$ cat config.mk
export PLATFORM = sky130hd
export DESIGN_NAME = counter_sync_param
export DESIGN_NICKNAME = d
export VERILOG_FILES = /design/src/rtl/counter_sync_pkg.sv /design/src/rtl/counter_code_conv.sv /design/src/rtl/counter_sync_param.sv
export SDC_FILE = /design/constraint.sdc
export NUM_CORES = 1
export LEC_CHECK = 0
export ABC_CLOCK_PERIOD_IN_PS = 3240
export BUFFER_PORTS_ARGS = -buffer_cell sky130_fd_sc_hd__buf_2
export CAP_MARGIN = 30
export CORE_AREA = 2 2 39 41
export CTS_BUF_LIST = sky130_fd_sc_hd__clkbuf_16
export DETAILED_ROUTE_END_ITERATION = 6
export DIE_AREA = 0 0 41 43
export GPL_TIMING_DRIVEN = 0
export PLACE_DENSITY_LB_ADDON = 0.05
export SYNTH_ARGS = -nofsm -noshare
export SYNTH_HDL_FRONTEND = slang
export SYNTH_SLANG_ARGS = --single-unit
$ cat constraint.sdc
create_clock -name CLK -period 3.24 [get_ports CLK]
set_input_delay 0.162 -clock CLK [delete_from_list [all_inputs] [get_ports CLK]]
set_output_delay 0.162 -clock CLK [all_outputs]
set_load 0.02 [all_outputs]
$ cat src/rtl/counter_sync_pkg.sv
// rtl/counter_sync_pkg.sv - shared defaults, legal-range limits and Gray helpers
// for counter_sync_param (optional Gray I/O enabled by COUNTER_SYNC_GRAY_EN).
package counter_sync_pkg;

   localparam int WIDTH_DEF = 4;
   localparam int MOD_DEF   = 10;
   localparam int WIDTH_MIN = 2;
   localparam int WIDTH_MAX = 16;
   localparam int MOD_MIN   = 2;

   function automatic logic [WIDTH_MAX-1:0] bin2gray(input logic [WIDTH_MAX-1:0] b);
      return b ^ (b >> 1);
   endfunction

   // Each binary bit is the XOR of all Gray bits at or above it.
   function automatic logic [WIDTH_MAX-1:0] gray2bin(input logic [WIDTH_MAX-1:0] g);
      logic [WIDTH_MAX-1:0] b;
      b[WIDTH_MAX-1] = g[WIDTH_MAX-1];
      for (int i = WIDTH_MAX - 2; i >= 0; i--) begin
         b[i] = b[i+1] ^ g[i];
      end
      return b;
   endfunction

endpackage

$ cat src/rtl/counter_code_conv.sv
// rtl/counter_code_conv.sv - binary-to-Gray and Gray-to-binary converters,
// instantiated by counter_sync_param only when COUNTER_SYNC_GRAY_EN is defined.
module counter_code_conv
   import counter_sync_pkg::*;
#(
   parameter int WIDTH = WIDTH_DEF
) (
   input  logic [WIDTH-1:0] i_bin,
   output logic [WIDTH-1:0] o_gray,
   input  logic [WIDTH-1:0] i_gray,
   output logic [WIDTH-1:0] o_bin
);

   // Zero-extension to the package width is harmless in both directions.
   assign o_gray = WIDTH'(bin2gray(WIDTH_MAX'(i_bin)));
   assign o_bin  = WIDTH'(gray2bin(WIDTH_MAX'(i_gray)));

endmodule

$ cat src/rtl/counter_sync_param.sv
// rtl/counter_sync_param.sv - modulo-MOD up/down counter with load, terminal-count
// and bad-load flags; Gray-coded Data/Data_out when COUNTER_SYNC_GRAY_EN is defined.
module counter_sync_param
   import counter_sync_pkg::*;
#(
   parameter int WIDTH = WIDTH_DEF,
   parameter int MOD   = MOD_DEF
) (
   input  logic             CLK,
   input  logic             RST,
   input  logic             Load,
   input  logic [WIDTH-1:0] Data,
   input  logic             En,
   input  logic             Up,
   output logic [WIDTH-1:0] Data_out,
   output logic             TC,
   output logic             Err
);

   // One extra bit so MOD == 2**WIDTH is representable for the wrap compare.
   localparam logic [WIDTH:0]   L_MOD    = (WIDTH+1)'(MOD);
   localparam logic [WIDTH-1:0] L_MOD_M1 = WIDTH'(MOD - 1);

   logic [WIDTH-1:0] r_count;
   logic             r_tc;
   logic             r_err;

   logic [WIDTH-1:0] w_data_bin;
   logic [WIDTH:0]   w_inc_ext;
   logic [WIDTH-1:0] w_next;
   logic             w_tc_next;
   logic             w_err_next;

`ifdef COUNTER_SYNC_GRAY_EN
   logic [WIDTH-1:0] w_next_gray;
   logic [WIDTH-1:0] r_data_gray;

   counter_code_conv #(
      .WIDTH (WIDTH)
   ) u_conv (
      .i_bin  (w_next),
      .o_gray (w_next_gray),
      .i_gray (Data),
      .o_bin  (w_data_bin)
   );

   // Gray output is registered alongside the count so Data_out stays glitch-free.
   always_ff @(posedge CLK or posedge RST) begin
      if (RST) begin
         r_data_gray <= '0;
      end else begin
         r_data_gray <= w_next_gray;
      end
   end

   assign Data_out = r_data_gray;
`else
   assign w_data_bin = Data;
   assign Data_out   = r_count;
`endif

   assign w_inc_ext = {1'b0, r_count} + (WIDTH+1)'(1);

   always_comb begin
      w_next     = r_count;
      w_tc_next  = 1'b0;
      w_err_next = 1'b0;
      if (Load) begin
         if ({1'b0, w_data_bin} >= L_MOD) begin
            w_next     = '0;
            w_err_next = 1'b1;
         end else begin
            w_next = w_data_bin;
         end
      end else if (En) begin
         if (Up) begin
            if (w_inc_ext == L_MOD) begin
               w_next    = '0;
               w_tc_next = 1'b1;
            end else begin
               w_next = w_inc_ext[WIDTH-1:0];
            end
         end else begin
            if (r_count == '0) begin
               w_next    = L_MOD_M1;
               w_tc_next = 1'b1;
            end else begin
               w_next = r_count - WIDTH'(1);
            end
         end
      end
   end

   always_ff @(posedge CLK or posedge RST) begin
      if (RST) begin
         r_count <= '0;
         r_tc    <= 1'b0;
         r_err   <= 1'b0;
      end else begin
         r_count <= w_next;
         r_tc    <= w_tc_next;
         r_err   <= w_err_next;
      end
   end

   assign TC  = r_tc;
   assign Err = r_err;

endmodule

==> summary.txt <==
STA
  • Worst Clk Skew: 0.00267 ns
  • Setup TNS: 0 ns
  • Fin. Hold Viols: 0
  • Slew HR: 75.8%
  • Worst-margin pin slew: 0.362 ns
  • Final Cycle Share: 55.0%
  • F_max: 0.561 GHz
  • Minimum clock period: 1.78 ns
  • RSZ-0062 raised after global routing: no
  • Worst hold margin: 0.185 ns
  • Slew Limit Fails: 0
  • Setup-failing EPs final: 0

Finish
  • # diodes: 0
  • Most frequent cells in the layout: buf_2, inv_1, dfrtp_1, nor2_1
  • Commonest non-fill, non-tap cell in the layout: buf_2
  • Fin util: 48.6%
  • Final Cell Area: 672 sq um
  • Area delta synth->final: 33.9%
  • Fraction of layout cells with a size suffix above 1: 28.2%
  • Final Non-Filler Cells: 94
  • Final nets: 92

Critical path
  • Req. time, crit path: 3.40 ns
  • Cells on worst reg2reg path: 6
  • Reg-to-Reg Start: Data_out[0]$_DFFE_PP0P_
  • Startpoint types: flop
  • Critical path's largest stage delay: 0.50 ns
  • Critical Path AT: 1.94 ns
  • Crit Path Max Fanout: 10
  • Critical path startpoint: Data_out[0]$_DFFE_PP0P_
  • Critical path type: reg -> reg
  • Crit-path slowest cell: dfrtp_1
  • Cells along the critical path: inv_1, ha_1, or4b_4, a21oi_2, a22oi_2, o21ai_2
  • Critical Path Sink Type: flop

Placed design
  • Placed cells: 90
  • Post-detail-place hpwl: 893 microns
  • GP Congestion: 0.840
  • Buffers on Ports: 13
  • Cell Area, Placed: 587 sq um

Floorplan
  • Die W: 41 microns
  • Initial Util: 36.3%
  • Rows: 14
  • Die span in y: 43 microns
  • Ports: 15
  • Core area: 0.00138 sq mm
  • Die area: 0.00176 sq mm

Logic synthesis
  • Gate Count Post-Synth: 61
  • Netlist cell types: 28
  • Yosys reg bits: 6
  • Synth Cell Area: 502 sq um
  • Syn_nets: 73
  • Mean Syn Cell Area: 8.23 sq um
  • YS warnings: 0
  • Sequential fraction of the synthesis area: 29.9%

Drt
  • Wire length per cell: 13.2 microns
  • Post-Route WL: 1240 microns
  • Antenna-violating nets left: 0
  • DR iter-0 viols: 5
  • DRC: 0
  • Vias per std cell: 5.52
  • Via count: 519
  • TritonRoute pass-1 iters: 4

Global routing
  • Gr ovfl total: 0
  • Largest net degree at the start of global routing: 11
  • Via count of the first global-routing pass: 489
  • Total GRT Usage: 18.2%
  • Initial antenna violation count: 0
  • Global-route wire length before repair: 2120 microns

Pwr
  • Seq pwr share: 24.8%
  • Switching portion of total power: 27.1%
  • Psw: 104 uW
  • Worst vdd ir: 0.207 mV
  • Static Leak: 0.000305 uW
  • Clk pwr share: 52.0%
  • Gate power share: 23.2%
  • Pint: 278 uW
  • PwrDens: 569 mW/mm^2

Clock tree
  • Worst-Skew Late Latency: 0.23 ns
  • TritonCTS Buffers: 3
  • H-tree levels: 1
  • Number of buffers on the longest clock path: 2
  • CTS root buffer: clkbuf_16
  • CTS tree: done
  • Worst-path clk slew: 0.03 ns
  • Clock sinks: 6

Hold path
  • Hold_sp: Data[0]
  • Hold WC Path Type: in -> reg
  • Hold Crit Depth: 3

Run status
  • Status: finished clean

Job
  • MaxCap Viol Count: 0
cells in the mapped netlist (all sizes together):
| cell | n | share of area (%) |
|---|---|---|
| nor4b | 1 | 1.7 |
| o21bai | 1 | 1.5 |
| nor3b | 1 | 1.5 |
| nand3 | 2 | 2.0 |
| nand3b | 1 | 1.5 |
| or4b | 1 | 2.7 |
| o32ai | 1 | 1.7 |
| dfrtp | 6 | 30 |
| o31a | 1 | 1.7 |
| o22a | 1 | 1.7 |
| nor3 | 1 | 1.0 |
| nand4b | 2 | 3.5 |
| inv | 7 | 5.2 |
| nor2 | 6 | 4.5 |
| a211oi | 1 | 1.5 |
| nand2 | 5 | 3.7 |
| buf | 2 | 3.2 |
| a31oi | 2 | 2.5 |
| nand2b | 2 | 2.5 |
| and2 | 1 | 1.2 |
| o21ai | 4 | 4.7 |
| a21oi | 6 | 6.7 |
| a311oi | 2 | 3.5 |
| a22oi | 1 | 2.5 |
| ha | 3 | 7.5 |
power by group through the flow:
stage               logic (uW)  registers [uW]  clock network (uW)
finish                    88.5            94.9                 199
global route               100            96.7                 209
CTS                       87.9            95.2                 200
detailed placement        86.5            95.8                   0
global placement          85.3            96.0                   0
floorplan                 53.2             101                   0
cells by family (layout without fill, tap and decap cells):
| kind of cell | Yosys count | count (layout) | share of synthesized area [%] |
|---|---|---|---|
| buffers and inverters | 9 | 26 | 8.48 |
| flip-flops | 6 | 6 | 29.9 |
| AND/OR/NAND/NOR | 23 | 23 | 25.9 |
| AO/OA/AOI/OAI | 20 | 20 | 28.2 |
| adder cells (fa/ha/maj) | 3 | 3 | 7.48 |
stage by stage:
stage | worst slack, ns | power [uW]
6_report | 1.46 | 382
4_1_cts | 1.45 | 383
5_1_grt | 1.34 | 405
3_3_place_gp | 1.46 | 181
2_1_floorplan | 1.52 | 155
3_5_place_dp | 1.46 | 182
layer usage:
layer  wire length [microns]  track usage, %
met5                       0               0
met4                      11            13.3
met3                     101            3.14
met2                     577            25.3
met1                     554            23.9
worst paths after layout:
| kind | slack [ns] | endpoint |
|---|---|---|
| worst max-delay path | 1.46 | Data_out[0]$_DFFE_PP0P_ |
| worst min-delay path | 0.18 | Data_out[0]$_DFFE_PP0P_ |
| worst max register to register | 1.46 | Data_out[0]$_DFFE_PP0P_ |
| worst min register to register | 0.72 | Data_out[2]$_DFFE_PP0P_ |
| max in group asynchronous | 2.66 | TC$_DFF_PP0_ |
| min in group asynchronous | 0.39 | Data_out[1]$_DFFE_PP0P_ |
final cells by class:
cell class | instances | area [sq um]
Buffer | 2 | 16.3
Clock buffer | 3 | 75.1
Fill cell | 139 | 712
Inverter | 7 | 26.3
Multi-Input combinational cell | 46 | 309
Sequential cell | 6 | 150
Tap cell | 16 | 20.0
Timing Repair Buffer | 14 | 75.1
flip-flops by register name, indices dropped and copies added (netlist names):
register  flops
Data_out      4
Err           1
TC            1
worst max-delay path: cells and delay by family (launching register included):
family / cells / cell delay (ns)
simple gates: 1 / 0.50
flops: 1 / 0.50
fa+ha+maj: 1 / 0.26
compound gates: 3 / 0.35
buf+inv: 1 / 0.11
timing repair:
item | 4_1_cts | 5_1_grt
endpoints found under the hold margin | 6 | 0
hold buffers | 1 | 0
gates resized for setup | 0 | 0
buffers inserted | 0 | 0
No activity file was read; power rests on OpenSTA's default activity.
